==> src/rtl/deserializer_rx.sv <==
// Serial-to-parallel receiver: MSB-first bits into a left-aligned word, output 1 cycle after the final bit.
// No backpressure to the serial side: a word completing while the output is held and not taken is dropped (sticky overflow).
module deserializer_rx #(
    parameter int DATA_BUS_WIDTH = 16,
    parameter int DATA_MOD_WIDTH = 4
) (
    input  logic                      clk_i,
    input  logic                      arst_ni,
    input  logic                      ser_data_i,
    input  logic                      ser_data_val_i,
    input  logic                      ser_last_i,
    output logic [DATA_BUS_WIDTH-1:0] deser_data_o,
    output logic [DATA_MOD_WIDTH-1:0] deser_mod_o,
    output logic                      deser_data_val_o,
    input  logic                      deser_data_rdy_i,
    output logic                      busy_o,
    output logic                      overflow_o
);

    localparam int W = DATA_BUS_WIDTH;
    localparam logic [DATA_MOD_WIDTH-1:0] LAST_IDX = DATA_MOD_WIDTH'(W - 1);

    typedef enum logic {
        ST_EMPTY = 1'b0,
        ST_FULL  = 1'b1
    } state_t;

    state_t                    r_state;
    state_t                    w_state_nxt;
    logic [DATA_MOD_WIDTH-1:0] r_cnt;
    logic [DATA_MOD_WIDTH-1:0] w_cnt_nxt;
    logic [W-1:0]              r_acc;
    logic [W-1:0]              w_acc_nxt;
    logic [W-1:0]              r_data;
    logic [DATA_MOD_WIDTH-1:0] r_mod;
    logic                      r_busy;
    logic                      r_ovf;

    logic [W-1:0]              w_bit_mask;
    logic [W-1:0]              w_word;
    logic [DATA_MOD_WIDTH-1:0] w_mod;
    logic                      w_complete;
    logic                      w_xfer;
    logic                      w_load;
    logic                      w_clear;
    logic                      w_drop;

    // Word as it stands including the bit arriving this cycle; this is what gets loaded on completion.
    assign w_bit_mask = {{(W-1){1'b0}}, 1'b1} << (LAST_IDX - r_cnt);
    assign w_word     = ser_data_i ? (r_acc | w_bit_mask) : r_acc;
    assign w_complete = ser_data_val_i && ((r_cnt == LAST_IDX) || ser_last_i);
    assign w_mod      = (r_cnt == LAST_IDX) ? '0 : r_cnt + 1'b1;
    assign w_xfer     = (r_state == ST_FULL) && deser_data_rdy_i;

    always_comb begin
        w_cnt_nxt = r_cnt;
        w_acc_nxt = r_acc;
        if (ser_data_val_i) begin
            if (w_complete) begin
                w_cnt_nxt = '0;
                w_acc_nxt = '0;
            end else begin
                w_cnt_nxt = r_cnt + 1'b1;
                w_acc_nxt = w_word;
            end
        end
    end

    always_comb begin
        w_state_nxt = r_state;
        w_load      = 1'b0;
        w_clear     = 1'b0;
        w_drop      = 1'b0;
        case (r_state)
            ST_EMPTY: begin
                if (w_complete) begin
                    w_state_nxt = ST_FULL;
                    w_load      = 1'b1;
                end
            end
            ST_FULL: begin
                if (w_xfer) begin
                    if (w_complete) begin
                        w_load = 1'b1;
                    end else begin
                        w_state_nxt = ST_EMPTY;
                        w_clear     = 1'b1;
                    end
                end else if (w_complete) begin
                    w_drop = 1'b1;
                end
            end
            default: w_state_nxt = ST_EMPTY;
        endcase
    end

    always_ff @(posedge clk_i or negedge arst_ni) begin
        if (!arst_ni) begin
            r_state <= ST_EMPTY;
            r_cnt   <= '0;
            r_acc   <= '0;
            r_data  <= '0;
            r_mod   <= '0;
            r_busy  <= 1'b0;
            r_ovf   <= 1'b0;
        end else begin
            r_state <= w_state_nxt;
            r_cnt   <= w_cnt_nxt;
            r_acc   <= w_acc_nxt;
            r_busy  <= (w_cnt_nxt != '0);
            r_ovf   <= r_ovf | w_drop;
            if (w_load) begin
                r_data <= w_word;
                r_mod  <= w_mod;
            end else if (w_clear) begin
                r_data <= '0;
                r_mod  <= '0;
            end
        end
    end

    assign deser_data_o     = r_data;
    assign deser_mod_o      = r_mod;
    assign deser_data_val_o = (r_state == ST_FULL);
    assign busy_o           = r_busy;
    assign overflow_o       = r_ovf;

endmodule

==> config.mk <==
export PLATFORM = sky130hd
export DESIGN_NAME = deserializer_rx
export DESIGN_NICKNAME = d
export VERILOG_FILES = /design/src/rtl/deserializer_rx.sv
export SDC_FILE = /design/constraint.sdc
export NUM_CORES = 1
export LEC_CHECK = 0
export BUFFER_PORTS_ARGS = -buffer_cell sky130_fd_sc_hd__buf_2
export CAP_MARGIN = 20
export CORE_ASPECT_RATIO = 1.4
export CORE_MARGIN = 10
export CORE_UTILIZATION = 40
export CTS_CLUSTER_SIZE = 40
export DETAILED_ROUTE_END_ITERATION = 8
export GPL_ROUTABILITY_DRIVEN = 0
export GPL_TIMING_DRIVEN = 0
export PLACE_DENSITY_LB_ADDON = 0.25
export SLEW_MARGIN = 20
export SYNTH_ARGS = -nofsm -noshare
export SYNTH_HDL_FRONTEND = slang
export SYNTH_SLANG_ARGS = --single-unit
==> constraint.sdc <==
create_clock -name clk_i -period 1.7 [get_ports clk_i]
set_input_delay 0.17 -clock clk_i [delete_from_list [all_inputs] [get_ports clk_i]]
set_output_delay 0.17 -clock clk_i [all_outputs]
set_load 0.03 [all_outputs]
==> results of run 1 <==
-- cell type report --
class	instances	area (sq um)	share of cell area [%]
Sequential cell	43	1080	46.7
Inverter	6	22.5	0.977
Buffer	14	116	5.05
Timing Repair Buffer	28	143	6.19
Tap cell	64	80.1	3.47
Clock buffer	8	100	4.34
Multi-Input combinational cell	111	767	33.3
-- cell usage after synthesis, drive strengths merged (2+ instances only) --
master	instances	area share, %
dfrtp	43	55
o2bb2ai	20	8.9
a31oi	16	5.1
nor2	16	3.1
a21oi	15	3.8
buf	13	5.3
nor2b	9	2.9
ha	6	3.8
inv	6	1.1
nand2	4	0.76
a41oi	3	1.3
nand2b	2	0.64
nand3	2	0.76
nand4	2	0.64
o21ai	2	0.51
o22ai	2	0.64
-- flip-flops by register name, indices dropped and copies added, names as in the netlist --
name,flops
r_cnt,4
r_acc,16
busy_o,1
deser_data_o,16
deser_data_val_o,1
overflow_o,1
deser_mod_o,4
-- logic make-up (layout without fill, tap and decap cells) --
logic type      after synthesis  in the layout  share of synthesized area, %
compound gates               64             64                          23.6
buf+inv                      20             56                          6.63
fa+ha+maj                     6              6                          3.82
simple gates                 41             41                          11.1
flops                        43             43                          54.8
-- placed cells by master (no fill, tap or decap) --
cell type,count
sky130_fd_sc_hd__dfrtp_1,42
sky130_fd_sc_hd__buf_2,30
sky130_fd_sc_hd__o2bb2ai_1,20
sky130_fd_sc_hd__a31oi_1,16
sky130_fd_sc_hd__nor2_1,16
sky130_fd_sc_hd__a21oi_1,15
sky130_fd_sc_hd__nor2b_1,9
sky130_fd_sc_hd__clkbuf_8,7
sky130_fd_sc_hd__inv_1,6
sky130_fd_sc_hd__buf_4,6
sky130_fd_sc_hd__ha_1,5
sky130_fd_sc_hd__buf_6,4
sky130_fd_sc_hd__nand2_1,4
sky130_fd_sc_hd__a41oi_1,3
sky130_fd_sc_hd__clkbuf_1,2
sky130_fd_sc_hd__nand2b_1,2
sky130_fd_sc_hd__o22ai_1,2
sky130_fd_sc_hd__o21ai_0,2
sky130_fd_sc_hd__nand4_1,2
sky130_fd_sc_hd__a31o_4,1
sky130_fd_sc_hd__and4b_1,1
sky130_fd_sc_hd__nand3_1,1
sky130_fd_sc_hd__and2_4,1
sky130_fd_sc_hd__nor4_1,1
sky130_fd_sc_hd__a41o_1,1
sky130_fd_sc_hd__o221ai_1,1
sky130_fd_sc_hd__o21bai_1,1
sky130_fd_sc_hd__buf_8,1
sky130_fd_sc_hd__and3b_1,1
sky130_fd_sc_hd__and3_1,1
sky130_fd_sc_hd__or2_2,1
sky130_fd_sc_hd__o211ai_2,1
sky130_fd_sc_hd__nand3_4,1
sky130_fd_sc_hd__a311oi_1,1
sky130_fd_sc_hd__ha_2,1
sky130_fd_sc_hd__dfrtp_2,1
-- power by group through the flow --
stage               sequential, uW  clock (uW)  combinational (uW)
floorplan                     1270           0                 287
global placement              1180           0                 551
detailed placement            1180           0                 554
CTS                           1160         744                 565
global route                  1170         781                 620
finish                        1160         720                 561
-- stage by stage --
step	hold slack, ns	cell area (sq um)
4_1_cts	0.0573	2290
3_3_place_gp	0.386	2180
5_1_grt	0.0957	2310
6_report	0.0166	2310
3_5_place_dp	0.385	2180
2_1_floorplan	-0.126	1960
-- worst min path at each step --
stage          startpoint  slack (ns)                      endpoint
2_1_floorplan     arst_ni       -0.13              busy_o$_DFF_PN0_
3_3_place_gp      arst_ni        0.39   deser_data_o[5]$_DFFE_PN0P_
5_1_grt           arst_ni         0.1   deser_data_o[5]$_DFFE_PN0P_
4_1_cts           arst_ni        0.06         r_acc[10]$_DFFE_PN0P_
3_5_place_dp      arst_ni        0.38          r_acc[9]$_DFFE_PN0P_
6_report          arst_ni        0.02  deser_data_o[13]$_DFFE_PN0P_
-- timing repair --
action / CTS / global route
buffers inserted: 1 / 0
endpoints found under the setup margin: 19 / 12
resized for setup: 3 / 3
-- critical path, cell delays in order (launching register included) --
cell                      delay [ns]
sky130_fd_sc_hd__dfrtp_2        0.47
sky130_fd_sc_hd__ha_2           0.25
sky130_fd_sc_hd__a31o_4         0.29
sky130_fd_sc_hd__and2_4         0.16
sky130_fd_sc_hd__buf_6          0.13
sky130_fd_sc_hd__buf_8          0.14
sky130_fd_sc_hd__nor2_1         0.10
-- routing by layer --
layer | routed length (um) | global-route usage, % | share of wire [%] | vias to the layer above
met5 | 0 | 0 | 0 | -
met4 | 72 | 4.29 | 1.6 | 0
met3 | 259 | 3.66 | 5.6 | 7
met2 | 2290 | 20.6 | 50 | 41
met1 | 1980 | 13.5 | 43 | 697
li1 | - | - | - | 716
==> impl_table.tex, run 1 <==
\begin{tabular}{lr}
\hline
Metric & Value \\
\hline
\multicolumn{2}{l}{\textbf{Critical path}} \\
Critical path type & reg2reg \\
Element type at the critical path start & flop \\
Register-to-Register Setup Slack & a little over 0.08 ns \\
Critical path fanouts, max & 10 \\
Arrival @ worst endpoint & approximately 1.9 ns \\
Launching instance or port of the critical path & r\_cnt[0]\$\_DFF\_PN0\_ \\
Worst reg-to-reg path cell count & 6 \\
Launch instance of the worst register-to-register path & r\_cnt[0]\$\_DFF\_PN0\_ \\
CP endpoint & r\_acc[7]\$\_DFFE\_PN0P\_ \\
Worst path required time & between 1.5 and 2 ns \\
Reg-to-Reg End & r\_acc[7]\$\_DFFE\_PN0P\_ \\
CP Capture Type & flop \\
\multicolumn{2}{l}{\textbf{Floorplanning}} \\
Core area & 4800 sq um \\
Horizontal die dimension & $\sim$79 um \\
Die area & 8150 sq um \\
Die Span Y & approximately 100 um \\
Top-level port count & 29 \\
Starting density of the core & 40.9\% \\
\# rows & 30 \\
\multicolumn{2}{l}{\textbf{GRT}} \\
Initial antenna violation count & 0 \\
Largest net degree at the start of global routing & 44 \\
GRT Residual Overflow & 0 \\
Via count of the first global-routing pass & 1,581 \\
Wire length of the first global-routing pass & around 7700 um \\
Aggregate global-route resource usage & between 10\% and 20\% \\
\multicolumn{2}{l}{\textbf{Placed design}} \\
Total half-perimeter wirelength after legalization and detailed placement & between 3000 and 4000 um \\
Minimum setup slack after placement & -0.0950 ns \\
Placed instance count & $\sim$270 \\
IO buf count & 27 \\
\multicolumn{2}{l}{\textbf{Synth}} \\
Yosys warning count & 0 \\
Prevailing post-synth register cell & sky130\_fd\_sc\_hd\_\_dfrtp\_1 \\
Number of instances in the synthesized netlist & 174 \\
Distinct cell type count of the synthesized netlist & 33 \\
Sequential share of the synthesized area & between 50\% and 60\% \\
Post-Syn Area & just under 2000 sq um \\
Async set-reset flop share out of synthesis & 100\% \\
Flip-flop and latch count after synthesis & between 40 and 50 \\
Post-synth EDFFs & 0 \\
Net count of the mapped netlist & 186 \\
Average size of a mapped cell & between 10 and 15 sq um \\
\multicolumn{2}{l}{\textbf{Routing}} \\
First-pass detailed-route iteration total & 7 \\
DRC violation count after routing & 0 \\
Ratio of routed vias to standard cells & $\sim$5.3 \\
Via total after detailed routing & roughly 1,500 \\
Wirelength per Cell & roughly 17 um \\
Total Routed Length & between 4000 and 5000 um \\
DRT antenna net count & 0 \\
Violation count after the first detailed-route iteration & approximately 130 \\
\multicolumn{2}{l}{\textbf{Timing}} \\
Share of the cycle needed by the critical path after routing & between 90\% and 100\% \\
Post-route clock skew & between 0.005 and 0.006 ns \\
FMAX & 618 MHz \\
Endpoints failing setup & 0 \\
Worst rel slew slack & a little over a third \\
Post-route worst setup slack & 0.0824 ns \\
Shortest clock period the worst path allows after layout & 1.62 ns \\
Setup total negative slack & 0 ns \\
RSZ-0062 raised after global routing & no \\
Hold Violations, Final & 0 \\
Slew at the pin closest to its max-slew limit & roughly 0.95 ns \\
Max-slew violation count & 0 \\
\multicolumn{2}{l}{\textbf{Clock network}} \\
CTS buffer count & 5 \\
Clk Tree Root Cell & sky130\_fd\_sc\_hd\_\_clkbuf\_8 \\
Skew-Pair Late Insertion Delay & 0.30 ns \\
Number of H-tree levels & 2 \\
Clock transition at the registers of the reported paths & $\sim$0.08 ns \\
Number of buffers added to fix hold violations after cts & 0 \\
Clock Sink Count & between 40 and 50 \\
CTS tree & built \\
Max Buffers Root-to-Sink & 2 \\
\multicolumn{2}{l}{\textbf{Layout}} \\
Layout cell share with drive strength beyond 1 & a little over a quarter \\
Final design utilization & between 40\% and 50\% \\
Number of standard cells in the layout, taps in and fillers out & approximately 270 \\
Diode count & 0 \\
Area added between synthesis and finish & 17.5\% \\
Total number of nets in the final design & between 200 and 250 \\
Filler Cell Count & 495 \\
\multicolumn{2}{l}{\textbf{Power}} \\
Leak Pwr & 0.00109 uW \\
Total power after layout & between 2000 and 2500 uW \\
Max rail drop VDD & about 0.61 mV \\
Areal power density over the cells & approximately 1100 nW/um\^{}2 \\
Net switching component of the power & just under 800 uW \\
Switching share of total power & about a third \\
Share of power burned in the clock network & approximately 30\% \\
Cell-internal power & roughly 1700 uW \\
Relative contribution of sequential cells to total power & 47.5\% \\
Combinational Power Share & between 20\% and 30\% \\
\multicolumn{2}{l}{\textbf{Run status}} \\
Result of the run & finished, final reports clean \\
\multicolumn{2}{l}{\textbf{Flow run}} \\
MaxCap Viol Count & 0 \\
\multicolumn{2}{l}{\textbf{Min path}} \\
Tightest Hold Check Type & in2async \\
\hline
\end{tabular}
Note: power is estimated with default switching activity, not from simulation.
==> run 2, diff against run 1 <==
--- a/config.mk
+++ b/config.mk
@@ -11,3 +11,3 @@
 export CORE_MARGIN = 10
-export CORE_UTILIZATION = 40
+export CORE_UTILIZATION = 55
 export CTS_CLUSTER_SIZE = 40
@@ -17,2 +17,3 @@
 export PLACE_DENSITY_LB_ADDON = 0.25
+export REMOVE_ABC_BUFFERS = 1
 export SLEW_MARGIN = 20
==> constraint.sdc (replaced) <==
create_clock -name clk_i -period 1.7 [get_ports clk_i]
set_input_delay 0.085 -clock clk_i [delete_from_list [all_inputs] [get_ports clk_i]]
set_output_delay 0.085 -clock clk_i [all_outputs]
set_load 0.03 [all_outputs]
==> impl_table.tex, run 2 (synthesized netlist as in run 1, its figures left out) <==
\begin{tabular}{lr}
\hline
Metric & Value \\
\hline
\multicolumn{2}{l}{\textbf{Critical path}} \\
Critical path type & reg2reg \\
Arrival @ worst endpoint & 1.81 ns (-0.04 ns) \\
Element type at the critical path start & flop \\
Critical path fanouts, max & 23 (+13) \\
Worst path required time & 1.91 ns (-0.02 ns) \\
CP Capture Type & flop \\
\multicolumn{2}{l}{\textbf{Clock network}} \\
Number of H-tree levels & 2 (unchanged) \\
Clock Sink Count & 43 (unchanged) \\
Clk Tree Root Cell & sky130\_fd\_sc\_hd\_\_clkbuf\_8 \\
CTS tree & built \\
CTS buffer count & 5 (unchanged) \\
Clock transition at the registers of the reported paths & 0.08 ns (about the same) \\
Max Buffers Root-to-Sink & 2 (unchanged) \\
Skew-Pair Late Insertion Delay & 0.29 ns (about the same) \\
\multicolumn{2}{l}{\textbf{Power}} \\
Share of power burned in the clock network & 26.5\% (-3.0 points) \\
Switching share of total power & 32.5\% (+0.95 points) \\
Combinational Power Share & 22.1\% (-0.9 points) \\
Relative contribution of sequential cells to total power & 51.3\% (+3.8 points) \\
Leak Pwr & 0.00105 uW (-4.2\%) \\
Net switching component of the power & 762 uW (-1.1\%) \\
Areal power density over the cells & 1050 nW/um\^{}2 (-0.76\%) \\
Total power after layout & 2340 uW (-4.0\%) \\
Cell-internal power & 1580 uW (-5.3\%) \\
Max rail drop VDD & 0.892 mV (+46\%) \\
\multicolumn{2}{l}{\textbf{Layout}} \\
Commonest non-fill, non-tap cell in the layout & sky130\_fd\_sc\_hd\_\_dfrtp\_1 \\
Total number of nets in the final design & 214 (-3.2\%) \\
Diode count & 0 (unchanged) \\
Area added between synthesis and finish & 13.6\% \\
Layout cell share with drive strength beyond 1 & 24.1\% (-2.1 points) \\
Final design utilization & 65.4\% (+17 points) \\
Filler Cell Count & 278 (-44\%) \\
Area of all placed cells without fillers & 2230 sq um (-3.3\%) \\
Commonest cells after routing, fill and taps aside & sky130\_fd\_sc\_hd\_\_dfrtp\_1 (40), sky130\_fd\_sc\_hd\_\_buf\_2 (28), sky130\_fd\_sc\_hd\_\_o2bb2ai\_1 (20) \\
\multicolumn{2}{l}{\textbf{Min path}} \\
Tightest Hold Check Type & in2reg \\
\multicolumn{2}{l}{\textbf{Run status}} \\
Result of the run & finished, final reports clean \\
\multicolumn{2}{l}{\textbf{Timing}} \\
Post-route clock skew & 0.00592 ns (-0.0000580 ns) \\
Share of the cycle needed by the critical path after routing & 94.2\% (-0.93 points) \\
Hold Violations, Final & 0 (unchanged) \\
RSZ-0062 raised after global routing & no \\
FMAX & 624 MHz (+0.98\%) \\
Endpoints failing setup & 0 (unchanged) \\
Max-slew violation count & 0 (unchanged) \\
Slew at the pin closest to its max-slew limit & 0.952 ns (+0.00137 ns) \\
Shortest clock period the worst path allows after layout & 1.60 ns (-0.0158 ns) \\
WHS & 0.0683 ns (+0.0517 ns) \\
Worst rel slew slack & 36.6\% (-0.091 points) \\
\multicolumn{2}{l}{\textbf{Floorplanning}} \\
Horizontal die dimension & 70.5 um (-11\%) \\
Core area & 3410 sq um (-29\%) \\
Starting density of the core & 57.6\% (+17 points) \\
Top-level port count & 29 (unchanged) \\
\# rows & 25 (-17\%) \\
Die area & 6390 sq um (-22\%) \\
Die Span Y & 90.7 um (-12\%) \\
\multicolumn{2}{l}{\textbf{GRT}} \\
Aggregate global-route resource usage & 14.8\% (+2.9 points) \\
Wire length of the first global-routing pass & 7910 um (+2.1\%) \\
Initial antenna violation count & 0 (unchanged) \\
GRT Residual Overflow & 0 (unchanged) \\
Largest net degree at the start of global routing & 44 (unchanged) \\
Most crowded layer after global routing & met2 \\
Met1 usage & 17.6\% (+4.1 points) \\
Via count of the first global-routing pass & 1,637 (+3.5\%) \\
Met3 track demand over resource & 4.62\% (+0.96 points) \\
Fraction of met2 tracks used by global routing & 24.1\% (+3.5 points) \\
\multicolumn{2}{l}{\textbf{Placed design}} \\
IO buf count & 28 (+3.7\%) \\
Area after DPL & 2050 sq um (-6.1\%) \\
Total half-perimeter wirelength after legalization and detailed placement & 2840 um (-13\%) \\
\multicolumn{2}{l}{\textbf{Flow run}} \\
MaxCap Viol Count & 0 (unchanged) \\
\multicolumn{2}{l}{\textbf{Routing}} \\
Via total after detailed routing & 1,536 (+5.1\%) \\
Ratio of routed vias to standard cells & 6.32 (+19\%) \\
Violation count after the first detailed-route iteration & 108 (-14\%) \\
First-pass detailed-route iteration total & 5 (-2) \\
Total Routed Length & 4510 um (-2.2\%) \\
DRC violation count after routing & 0 (unchanged) \\
Wirelength per Cell & 18.5 um (+10\%) \\
DRT antenna net count & 0 (unchanged) \\
\hline
\end{tabular}
run 2: cell types whose count changed in the layout (fill, tap and decap cells not counted), sizes merged:
cell and delta:
buf -8, clkbuf -2, clkinv +1, dlygate4sd3 +1, o211ai +1
run 2: worst paths after layout:
path	depth (start not counted)	slack, ns	endpoint	startpoint
setup / recovery	4	0.1	busy_o$_DFF_PN0_	r_cnt[2]$_DFF_PN0_
hold / removal	2	0.07	r_cnt[3]$_DFF_PN0_	ser_last_i
setup reg to reg	4	0.1	busy_o$_DFF_PN0_	r_cnt[2]$_DFF_PN0_
hold reg to reg	1	0.49	deser_data_o[2]$_DFFE_PN0P_	deser_data_o[2]$_DFFE_PN0P_
max in group asynchronous	2	0.57	r_cnt[2]$_DFF_PN0_	arst_ni
min in group asynchronous	2	0.48	deser_data_o[15]$_DFFE_PN0P_	arst_ni
run 2: layout make-up:
type | instances | area [sq um] | share of cell area, %
Inverter | 6 | 22.5 | 1.01
Multi-Input combinational cell | 112 | 797 | 35.7
Clock inverter | 1 | 5.00 | 0.224
Clock buffer | 7 | 76.3 | 3.42
Sequential cell | 43 | 1080 | 48.4
Timing Repair Buffer | 34 | 200 | 8.97
Tap cell | 40 | 50.0 | 2.24
run 2: through the flow:
step | worst slack, ns | cells | setup TNS [ns]
2_1_floorplan | -0.0202 | 160 | -0.390
3_3_place_gp | -0.342 | 228 | -6.71
3_5_place_dp | -0.413 | 228 | -7.91
4_1_cts | 0.0152 | 243 | 0
5_1_grt | 0.0293 | 243 | 0
6_report | 0.0982 | 243 | 0
run 2: worst max-delay path, stage by stage, from the launching register on:
cell	delay [ns]
sky130_fd_sc_hd__dfrtp_2	0.63
sky130_fd_sc_hd__inv_1	0.12
sky130_fd_sc_hd__ha_1	0.35
sky130_fd_sc_hd__a41o_1	0.26
sky130_fd_sc_hd__o221ai_1	0.15
run 2: layer usage:
metal / routed length, um / vias up
met5: 0 / -
met4: 67 / 0
met3: 275 / 8
met2: 2210 / 55
met1: 1950 / 768
li1: - / 705
run 2: what timing repair did:
item	4_1_cts	5_1_grt
buffers inserted	5	0
pin swaps	2	0
endpoints found under the setup margin	21	21
resized for setup	5	2
hold buffers	1	0
gates cloned	1	0
endpoints found under the hold margin	43	0
run 2: power by group through the flow:
stage / clock, uW / sequential (uW) / combinational, uW
finish: 621 / 1200 / 519
global route: 698 / 1220 / 571
detailed placement: 0 / 1220 / 471
global placement: 0 / 1210 / 457
CTS: 641 / 1200 / 521
floorplan: 0 / 1300 / 220
==> run 3, diff against run 2 <==
Settings changed: REMOVE_ABC_BUFFERS 1 to default, SKIP_LAST_GASP from default to 1.
==> impl_table.tex, run 3 (synthesized netlist as in run 1, its figures left out) <==
\begin{tabular}{lr}
\hline
Metric & Value \\
\hline
\multicolumn{2}{l}{\textbf{Placed design}} \\
Placed instance count & 241 (+5.7\%) \\
IO buf count & 27 (-3.6\%) \\
Total half-perimeter wirelength after legalization and detailed placement & 3400 um (+20\%) \\
Area after DPL & 2150 sq um (+5.0\%) \\
\multicolumn{2}{l}{\textbf{GRT}} \\
Initial antenna violation count & 0 (unchanged) \\
Met3 track demand over resource & 4.29\% (-0.33 points) \\
Met1 usage & 17.0\% (-0.56 points) \\
Largest net degree at the start of global routing & 44 (unchanged) \\
Most crowded layer after global routing & met2 \\
Wire length of the first global-routing pass & 8080 um (+2.2\%) \\
Fraction of met2 tracks used by global routing & 24.8\% (+0.68 points) \\
Via count of the first global-routing pass & 1,671 (+2.1\%) \\
Aggregate global-route resource usage & 15.3\% (+0.41 points) \\
GRT Residual Overflow & 0 (unchanged) \\
\multicolumn{2}{l}{\textbf{Critical path}} \\
Register-to-Register Setup Slack & 0.1 ns (about the same) \\
Critical path type & reg2reg \\
Stage delay of the slowest cell on the critical path & 0.46 ns (-0.17 ns) \\
Worst path required time & 1.93 ns (+0.02 ns) \\
CP top delay family & flip-flops \\
Element type at the critical path start & flop \\
Count of buffer and inverter cells on the critical path & 2 (+1) \\
CP Capture Type & flop \\
Slowest CP cell & sky130\_fd\_sc\_hd\_\_dfrtp\_2 \\
Arrival @ worst endpoint & 1.83 ns (+0.02 ns) \\
Critical path fanouts, max & 10 (-57\%) \\
Worst path cell trace & ha\_2, a31o\_4, and2\_4, buf\_6, buf\_8, nor2\_1 \\
\multicolumn{2}{l}{\textbf{Routing}} \\
Ratio of routed vias to standard cells & 6.04 (-4.4\%) \\
First-pass detailed-route iteration total & 4 (-1) \\
DRC violation count after routing & 0 (unchanged) \\
Via total after detailed routing & 1,516 (-1.3\%) \\
Wirelength per Cell & 18.5 um (-0.11\%) \\
Violation count after the first detailed-route iteration & 113 (+4.6\%) \\
DRT antenna net count & 0 (unchanged) \\
Total Routed Length & 4650 um (+3.2\%) \\
\multicolumn{2}{l}{\textbf{Timing}} \\
Worst rel slew slack & 37.4\% (+0.81 points) \\
Share of the cycle needed by the critical path after routing & 94.4\% (+0.16 points) \\
Max-slew violation count & 0 (unchanged) \\
Shortest clock period the worst path allows after layout & 1.60 ns (+0.00268 ns) \\
FMAX & 623 MHz (-0.17\%) \\
Hold Violations, Final & 0 (unchanged) \\
RSZ-0062 raised after global routing & no \\
Post-route clock skew & 0.00579 ns (-0.000134 ns) \\
Slew at the pin closest to its max-slew limit & 0.939 ns (-0.0121 ns) \\
Endpoints failing setup & 0 (unchanged) \\
Setup total negative slack & 0 ns (unchanged) \\
\multicolumn{2}{l}{\textbf{Floorplanning}} \\
\# rows & 25 (unchanged) \\
Die area & 6390 sq um (unchanged) \\
Core area & 3410 sq um (unchanged) \\
Horizontal die dimension & 70.5 um (unchanged) \\
Starting density of the core & 57.6\% (unchanged) \\
Top-level port count & 29 (unchanged) \\
Die Span Y & 90.7 um (unchanged) \\
\multicolumn{2}{l}{\textbf{Power}} \\
Relative contribution of sequential cells to total power & 49.5\% (-1.8 points) \\
Combinational Power Share & 24.0\% (+1.9 points) \\
Switching share of total power & 32.4\% (-0.12 points) \\
Net switching component of the power & 761 uW (-0.11\%) \\
Leak Pwr & 0.00109 uW (+3.8\%) \\
Total power after layout & 2350 uW (+0.25\%) \\
Max rail drop VDD & 0.579 mV (-35\%) \\
Cell-internal power & 1590 uW (+0.43\%) \\
Areal power density over the cells & 1040 nW/um\^{}2 (-1.2\%) \\
Share of power burned in the clock network & 26.5\% (about the same) \\
\multicolumn{2}{l}{\textbf{Run status}} \\
Result of the run & finished, final reports clean \\
\multicolumn{2}{l}{\textbf{Clock network}} \\
Skew-Pair Late Insertion Delay & 0.29 ns (about the same) \\
Clock transition at the registers of the reported paths & 0.08 ns (about the same) \\
Number of H-tree levels & 2 (unchanged) \\
Clock Sink Count & 43 (unchanged) \\
CTS buffer count & 5 (unchanged) \\
CTS tree & built \\
Max Buffers Root-to-Sink & 2 (unchanged) \\
Clk Tree Root Cell & sky130\_fd\_sc\_hd\_\_clkbuf\_8 \\
\multicolumn{2}{l}{\textbf{Layout}} \\
Commonest non-fill, non-tap cell in the layout & sky130\_fd\_sc\_hd\_\_dfrtp\_1 \\
Diode count & 0 (unchanged) \\
Area added between synthesis and finish & 15.3\% \\
Total number of nets in the final design & 222 (+3.7\%) \\
Commonest cells after routing, fill and taps aside & sky130\_fd\_sc\_hd\_\_dfrtp\_1 (42), sky130\_fd\_sc\_hd\_\_buf\_2 (30), sky130\_fd\_sc\_hd\_\_o2bb2ai\_1 (20) \\
Filler Cell Count & 287 (+3.2\%) \\
Layout cell share with drive strength beyond 1 & 25.6\% (+1.5 points) \\
Number of standard cells in the layout, taps in and fillers out & 251 (+3.3\%) \\
Area of all placed cells without fillers & 2260 sq um (+1.5\%) \\
\multicolumn{2}{l}{\textbf{Min path}} \\
Tightest Hold Check Type & in2reg \\
\multicolumn{2}{l}{\textbf{Flow run}} \\
MaxCap Viol Count & 0 (unchanged) \\
\hline
\end{tabular}
-- run 3: worst paths after layout --
kind | from | depth (start not counted) | end
max in group asynchronous | arst_ni | 2 | r_cnt[0]$_DFF_PN0_
min in group asynchronous | arst_ni | 2 | deser_data_o[8]$_DFFE_PN0P_
worst min register to register | overflow_o$_DFF_PN0_ | 1 | overflow_o$_DFF_PN0_
worst min-delay path | ser_last_i | 2 | r_cnt[3]$_DFF_PN0_
worst max register to register | r_cnt[0]$_DFF_PN0_ | 6 | r_acc[14]$_DFFE_PN0P_
worst max-delay path | r_cnt[0]$_DFF_PN0_ | 6 | r_acc[14]$_DFFE_PN0P_
-- run 3: power groups by stage --
stage / combinational [uW] / sequential [uW] / clock, uW
after floorplan: 287 / 1270 / 0
after global placement: 538 / 1180 / 0
after detailed placement: 554 / 1180 / 0
after CTS: 565 / 1160 / 639
after global routing: 617 / 1170 / 688
final: 563 / 1160 / 623
-- run 3: final cells by class --
cell class	count	area [sq um]	area share (%)
plain buffers	14	113	4.98
clock buffers	7	76.3	3.37
clock inverters	1	5.00	0.221
inverters	6	22.5	0.995
multi-input cells	111	767	33.9
flip-flops and latches	43	1080	47.6
well taps	40	50.0	2.21
repair buffers	29	153	6.74
-- run 3: routing by layer --
layer | wire, um | part of all wire [%] | up-vias
met3 | 247 | 5.3 | 12
met4 | 114 | 2.5 | 0
met1 | 1910 | 41 | 741
li1 | - | - | 711
met5 | 0 | 0 | -
met2 | 2380 | 51 | 52
-- run 3: repair_timing --
| action | CTS | global route |
|---|---|---|
| hold buffers | 1 | 0 |
| resized for setup | 4 | 1 |
| endpoints found under the setup margin | 13 | 7 |
| hold endpoints to repair | 43 | 0 |
| gates cloned | 0 | 0 |
| buffers inserted | 1 | 0 |
-- run 3: worst reg2reg max path, stage by stage (launching register included) --
cell	delay (ns)
sky130_fd_sc_hd__dfrtp_2	0.46
sky130_fd_sc_hd__ha_2	0.25
sky130_fd_sc_hd__a31o_4	0.29
sky130_fd_sc_hd__and2_4	0.16
sky130_fd_sc_hd__buf_6	0.13
sky130_fd_sc_hd__buf_8	0.14
sky130_fd_sc_hd__nor2_1	0.11
-- run 3: metrics by stage --
step | util [%] | hold slack [ns] | setup slack [ns]
after floorplan | - | -0.211 | 0.179
after global placement | 63.0 | 0.262 | -0.0151
after detailed placement | 63.0 | 0.280 | -0.0604
after CTS | 66.2 | 0.0596 | 0.0672
after global routing | 66.4 | 0.102 | 0.0166
final | 66.4 | 0.0685 | 0.0955
